### config.mk
export PLATFORM = sky130hd
export DESIGN_NAME = ibex_fetch_stage
export DESIGN_NICKNAME = d
export VERILOG_FILES = /design/src/rtl/ibex_fetch_stage.sv
export SDC_FILE = /design/constraint.sdc
export NUM_CORES = 1
export LEC_CHECK = 0
export BUFFER_PORTS_ARGS = -buffer_cell sky130_fd_sc_hd__clkbuf_2
export CAP_MARGIN = 30
export CORE_AREA = 2 2 148 150
export CTS_CLUSTER_SIZE = 30
export DETAILED_ROUTE_END_ITERATION = 6
export DIE_AREA = 0 0 150 152
export GPL_ROUTABILITY_DRIVEN = 0
export PLACE_DENSITY_LB_ADDON = 0.05
export SYNTH_ARGS = -nofsm -noshare
export SYNTH_HDL_FRONTEND = slang
export SYNTH_SLANG_ARGS = --single-unit
### constraint.sdc
create_clock -name clk_i -period 4.4 [get_ports clk_i]
set_input_delay 0.44 -clock clk_i [delete_from_list [all_inputs] [get_ports clk_i]]
set_output_delay 0.44 -clock clk_i [all_outputs]
set_load 0.1 [all_outputs]
### src/rtl/ibex_fetch_stage.sv
// Ibex instruction-fetch stage: PC-redirect selection plus a QueueDepth-entry IF/ID queue.
// Defining IBEX_FETCH_PERF_CNT_EN adds a 32-bit ID-starve stall counter.
module ibex_fetch_stage #(
  parameter logic [31:0] DmHaltAddr      = 32'h1A110800,
  parameter logic [31:0] DmExceptionAddr = 32'h1A110808,
  parameter int unsigned QueueDepth      = 2,
  parameter int unsigned CntW            = $clog2(QueueDepth + 1)
) (
  input  logic            clk_i,
  input  logic            rst_ni,
  input  logic [31:0]     boot_addr_i,
  input  logic            req_i,
  input  logic            pc_set_i,
  input  logic [2:0]      pc_mux_i,
  input  logic [1:0]      exc_pc_mux_i,
  input  logic [5:0]      exc_cause_i,
  input  logic [31:0]     jump_target_ex_i,
  input  logic [31:0]     csr_mepc_i,
  input  logic [31:0]     csr_depc_i,
  input  logic [31:0]     csr_mtvec_i,
  output logic            csr_mtvec_init_o,
  output logic            branch_req_o,
  output logic [31:0]     branch_addr_o,
  input  logic            fetch_valid_i,
  input  logic            fetch_err_i,
  input  logic [31:0]     fetch_rdata_i,
  input  logic [31:0]     fetch_addr_i,
  output logic            fetch_ready_o,
  output logic            instr_valid_id_o,
  input  logic            id_ready_i,
  output logic [31:0]     instr_rdata_id_o,
  output logic [31:0]     pc_id_o,
  output logic            instr_fetch_err_o,
  output logic            instr_is_compressed_id_o,
  output logic [CntW-1:0] queue_cnt_o,
  output logic            perf_imiss_o,
  output logic [31:0]     perf_stall_cnt_o
);

  localparam int unsigned     PtrW    = (QueueDepth > 1) ? $clog2(QueueDepth) : 1;
  localparam logic [PtrW-1:0] LastPtr = PtrW'(QueueDepth - 1);
  localparam logic [CntW-1:0] FullCnt = CntW'(QueueDepth);

  typedef enum logic {INIT, RUN} state_e;

  state_e          state_q;
  logic [31:0]     exc_pc, boot_pc, mux_pc, tgt_pc;
  logic            push, pop;
  logic [PtrW-1:0] rptr_q, rptr_d, wptr_q, wptr_d;
  logic [CntW-1:0] cnt_q, cnt_d;
  logic [31:0]     rdata_q [QueueDepth];
  logic [31:0]     addr_q  [QueueDepth];
  logic            err_q   [QueueDepth];
  logic            unused_bits;

  assign unused_bits = ^{boot_addr_i[7:0], exc_cause_i[5], tgt_pc[0]};

  // Redirect target selection.
  assign boot_pc = {boot_addr_i[31:8], 8'h80};

  always_comb begin
    case (exc_pc_mux_i)
      2'd0:    exc_pc = {csr_mtvec_i[31:8], 8'h00};
      2'd1:    exc_pc = {csr_mtvec_i[31:8], 1'b0, exc_cause_i[4:0], 2'b00};
      2'd2:    exc_pc = DmHaltAddr;
      default: exc_pc = DmExceptionAddr;
    endcase
  end

  always_comb begin
    case (pc_mux_i)
      3'd1:    mux_pc = jump_target_ex_i;
      3'd2:    mux_pc = exc_pc;
      3'd3:    mux_pc = csr_mepc_i;
      3'd4:    mux_pc = csr_depc_i;
      default: mux_pc = boot_pc;
    endcase
  end

  // The first request after reset issues the boot redirect unless an explicit redirect wins.
  assign tgt_pc           = pc_set_i ? mux_pc : boot_pc;
  assign branch_addr_o    = {tgt_pc[31:1], 1'b0};
  assign branch_req_o     = pc_set_i | ((state_q == INIT) & req_i);
  assign csr_mtvec_init_o = pc_set_i & (pc_mux_i == 3'd0);

  always_ff @(posedge clk_i or negedge rst_ni) begin
    if (!rst_ni) begin
      state_q <= INIT;
    end else if (pc_set_i || req_i) begin
      state_q <= RUN;
    end
  end

  assign fetch_ready_o    = (state_q == RUN) & ~pc_set_i & req_i & (cnt_q < FullCnt);
  assign instr_valid_id_o = (cnt_q != '0);
  assign push             = fetch_valid_i & fetch_ready_o;
  assign pop              = instr_valid_id_o & id_ready_i;

  function automatic logic [PtrW-1:0] ptr_inc(input logic [PtrW-1:0] p);
    return (p == LastPtr) ? '0 : p + 1'b1;
  endfunction

  always_comb begin
    rptr_d = rptr_q;
    wptr_d = wptr_q;
    cnt_d  = cnt_q;
    if (pc_set_i) begin
      rptr_d = '0;
      wptr_d = '0;
      cnt_d  = '0;
    end else begin
      if (push) wptr_d = ptr_inc(wptr_q);
      if (pop)  rptr_d = ptr_inc(rptr_q);
      case ({push, pop})
        2'b10:   cnt_d = cnt_q + 1'b1;
        2'b01:   cnt_d = cnt_q - 1'b1;
        default: cnt_d = cnt_q;
      endcase
    end
  end

  always_ff @(posedge clk_i or negedge rst_ni) begin
    if (!rst_ni) begin
      rptr_q <= '0;
      wptr_q <= '0;
      cnt_q  <= '0;
    end else begin
      rptr_q <= rptr_d;
      wptr_q <= wptr_d;
      cnt_q  <= cnt_d;
    end
  end

  // push is already gated off during a redirect, so no flush term is needed here.
  always_ff @(posedge clk_i or negedge rst_ni) begin
    if (!rst_ni) begin
      for (int i = 0; i < int'(QueueDepth); i++) begin
        rdata_q[i] <= '0;
        addr_q[i]  <= '0;
        err_q[i]   <= 1'b0;
      end
    end else if (push) begin
      rdata_q[wptr_q] <= fetch_rdata_i;
      addr_q[wptr_q]  <= fetch_addr_i;
      err_q[wptr_q]   <= fetch_err_i;
    end
  end

  assign instr_rdata_id_o         = rdata_q[rptr_q];
  assign pc_id_o                  = addr_q[rptr_q];
  assign instr_fetch_err_o        = err_q[rptr_q];
  assign instr_is_compressed_id_o = (rdata_q[rptr_q][1:0] != 2'b11);
  assign queue_cnt_o              = cnt_q;
  assign perf_imiss_o             = (cnt_q == '0) | branch_req_o;

`ifdef IBEX_FETCH_PERF_CNT_EN
  logic [31:0] stall_cnt_q;

  always_ff @(posedge clk_i or negedge rst_ni) begin
    if (!rst_ni) begin
      stall_cnt_q <= '0;
    end else if ((state_q == RUN) && req_i && id_ready_i && (cnt_q == '0)) begin
      stall_cnt_q <= stall_cnt_q + 32'd1;
    end
  end

  assign perf_stall_cnt_o = stall_cnt_q;
`else
  assign perf_stall_cnt_o = 32'd0;
`endif

endmodule

==> impl_summary.log <==
INFO  metric status = complete, no violations
INFO  metric cts_max_level = 4
INFO  metric rr_worst_depth = 6
INFO  metric criticalPathCategory = in -> out
INFO  metric finalCritPeriodShare = 0.714
INFO  metric grt_pass1_vias = 6,730
INFO  metric wire_per_inst = 18.7 um
INFO  metric die-area = 22,800 um2
INFO  metric arrival_worst_endpoint = 2.70 ns
INFO  metric setup-tns-final = 0 ns
INFO  metric wl_met1 = 8.86 mm
INFO  metric n_fill_cell = 2,128
INFO  metric yosys_most_used_dff = sky130_fd_sc_hd__dfrtp_1
INFO  metric finalMaxSlewViolations = 0
INFO  metric number_of_antenna_violations_at_the_first_check_in_global_routing = 4
INFO  metric wl_met2 = 12.4 mm
INFO  metric initial_core_util = 0.349
INFO  metric hold_viol = 0
INFO  metric min-delay-path-class = in -> async
INFO  metric grt_max_degree = 55
INFO  metric placed_cells = 1,203
INFO  metric detail_route.first_pass.iterations = 6
INFO  metric detail_route.vias_per_cell = 4.92
INFO  metric max_freq = 0.319 GHz
INFO  metric dr_wl_met3 = 1.30 mm
INFO  metric max-cap-violations = 0
INFO  metric slowest_stage = sky130_fd_sc_hd__or3b_2
INFO  metric grt_first_pass_wirelength = 36.1 mm
INFO  metric synth.ff_latch_count = 135
INFO  metric layout_common_cells = 324 x sky130_fd_sc_hd__clkbuf_2, 156 x sky130_fd_sc_hd__mux2_2, 134 x sky130_fd_sc_hd__dfrtp_1
INFO  metric ys_seq_area_frac = 0.453
INFO  metric critical_path.n_buffers_inverters = 3
INFO  metric clk-insertion-delay-late = 0.42 ns
INFO  metric setup.worst_path.start_class = input port
INFO  metric dieWidth = 150 um
INFO  metric final_common_cell = sky130_fd_sc_hd__clkbuf_2
INFO  metric fp.dieH = 152 um
INFO  metric clockBufferDepth = 2
INFO  metric detail_route.wirelength = 23.2 mm
INFO  metric detail_route.iter0.violations = 224
INFO  metric top_ports = 379
INFO  metric vias = 6,101
INFO  metric total_routing_usage_gr = 0.204
INFO  metric cpLargestDelayFamily = buffers and inverters
INFO  metric rows = 54
INFO  metric number_of_enable_flip_flop_cells_after_synthesis = 0
INFO  metric routed.top_layer = met4
INFO  metric path_clk_slew = 0.06 ns
INFO  metric cp_common_cell = sky130_fd_sc_hd__clkbuf_2
INFO  metric synth_cells = 630
INFO  metric critical_path.max_fanout = 28
INFO  metric setup_violations = 0
INFO  metric timing.clock.skew = 0.00680 ns
INFO  metric min_period = 3.14 ns
INFO  metric clockRootBuffer = sky130_fd_sc_hd__clkbuf_16
INFO  metric critical_path.max_stage_delay = 0.69 ns
INFO  metric asyncSetResetFlopFracSynth = 1.00
INFO  metric clock_sinks = 135
INFO  metric netlist-cell-type-count = 42
INFO  metric worst-slew-pin-transition = 0.973 ns
INFO  metric post-cts-setup-buffers = 0
INFO  metric stdcell_count = 1,240
INFO  metric cts_made_buffers = 17
INFO  metric detailed_place_hpwl = 17.9 mm
INFO  metric cts_tree = built
INFO  metric final.hold.worst_slack = 0.0426 ns
INFO  metric cp.depth = 7
INFO  metric drive_gt1_frac = 0.601
INFO  metric cts_hold_buf = 0
INFO  metric synth-warning-count = 0
INFO  metric path_cells = clkbuf_2 -> or3b_2 -> a21boi_2 -> buf_4 -> nor2_1 -> a41oi_1 -> clkbuf_2
INFO  metric area_growth_syn_to_layout = 32.8%
INFO  metric leakagePower = 5.04 nW
INFO  metric irDropWorstVdd = 0.000258 V
INFO  metric end_kind = primary output
INFO  metric drc = 0
INFO  metric global_route.overflow_total = 0
INFO  metric core_area = 21,400 um2
INFO  metric number_of_input_and_output_port_buffers_inserted = 325
INFO  metric power_density = 541 nW/um2
INFO  metric nets = 1,185
INFO  metric required = 3.96 ns
INFO  metric antenna_left = 0
INFO  metric post_synth_instance_area = 7450 um2
INFO  metric grt_setup_unrepaired = no
INFO  metric max-slew-margin-rel = 0.352
INFO  metric post_cts_resize_count = 0
INFO  metric synth.avg_cell_area = 11.8 um2
-- cell usage after synthesis, types with 7 or more instances --
cell type / instances / area [um2]
sky130_fd_sc_hd__a21oi_1: 23 / 115
sky130_fd_sc_hd__mux2_2: 156 / 1760
sky130_fd_sc_hd__nand2_1: 44 / 165
sky130_fd_sc_hd__clkbuf_1: 27 / 101
sky130_fd_sc_hd__o21ai_0: 9 / 45.0
sky130_fd_sc_hd__inv_1: 19 / 71.3
sky130_fd_sc_hd__a22oi_1: 7 / 52.6
sky130_fd_sc_hd__a41oi_1: 17 / 149
sky130_fd_sc_hd__buf_4: 34 / 255
sky130_fd_sc_hd__nor2_1: 25 / 93.8
sky130_fd_sc_hd__buf_2: 10 / 50.1
sky130_fd_sc_hd__mux2_4: 39 / 586
sky130_fd_sc_hd__dfrtp_1: 135 / 3380
sky130_fd_sc_hd__o22ai_1: 18 / 113
-- layout make-up --
type | count | area, um2 | area share
antenna | 4 | 10.0 | 0.00101
clock buffer | 21 | 470 | 0.0476
clock inverter | 11 | 146 | 0.0148
inverter | 20 | 75.1 | 0.00759
multi-input combinational | 429 | 3690 | 0.373
sequential | 135 | 3380 | 0.342
tap | 280 | 350 | 0.0354
timing repair buffer | 340 | 1770 | 0.179
-- routing by layer --
layer  GRT usage  vias to the layer above
li1            -                     2840
met1       0.225                     2997
met2       0.368                      225
met3      0.0486                       39
met4      0.0948                        0
met5           0                        -
-- metrics by stage --
step                       util  worst slack (ns)  total power, W  area, um2
after detailed placement  0.433              1.27         0.00393       9250
after floorplan               -             0.734         0.00355       7580
after global placement    0.432              1.28         0.00388       9220
after CTS                 0.462              1.26         0.00541       9860
final                     0.463              1.26         0.00535       9890
after global routing      0.463              1.14         0.00557       9890
-- cell families (layout without fill, tap and decap cells) --
logic type | after synthesis | after routing | synth area share
muxes | 199 | 199 | 0.320
buffers and inverters | 98 | 392 | 0.0722
xor gates and xnor gates | 2 | 2 | 0.00235
DFF | 135 | 135 | 0.453
AOI/OAI and AO/OA | 101 | 101 | 0.0941
and+or+nand+nor | 94 | 94 | 0.0576
other | 1 | 37 | 0.000503
-- where the power goes --
| part | switching (W) | leakage (nW) | internal, W | total [W] |
|---|---|---|---|---|
| combinational | 0.00172 | 3.05 | 0.000561 | 0.00228 |
| sequential | 0.000122 | 1.69 | 0.00149 | 0.00161 |
| clock | 0.000523 | 0.299 | 0.000936 | 0.00146 |
| total | 0.00237 | 5.04 | 0.00299 | 0.00535 |
-- path summary, 6_finish.rpt --
check                          startpoint                end  slack [ns]
max in group asynchronous          rst_ni        rdata_q[36]        3.29
max reg2reg                queue_cnt_o[1]         addr_q[52]        2.10
max                           pc_mux_i[1]  branch_addr_o[24]        1.26
min reg2reg                    addr_q[19]         addr_q[19]        0.50
min                                rst_ni        rdata_q[29]        0.04
min in group clk_i                  req_i            state_q        0.25
-- worst reg2reg max path: cells and delay by family (launching register included) --
family                 cells  cell delay, ns
DFF                        1            0.40
muxes                      1            0.36
and+or+nand+nor            3            0.86
buffers and inverters      2            0.57
-- registers in the layout, summed over array words and instances, names as in the netlist --
signal and cells:
state_q 1, addr_q 64, wptr_q 1, err_q 2, rptr_q 1, queue_cnt_o 2, rdata_q 64
Note: power is estimated with default switching activity, not from simulation.
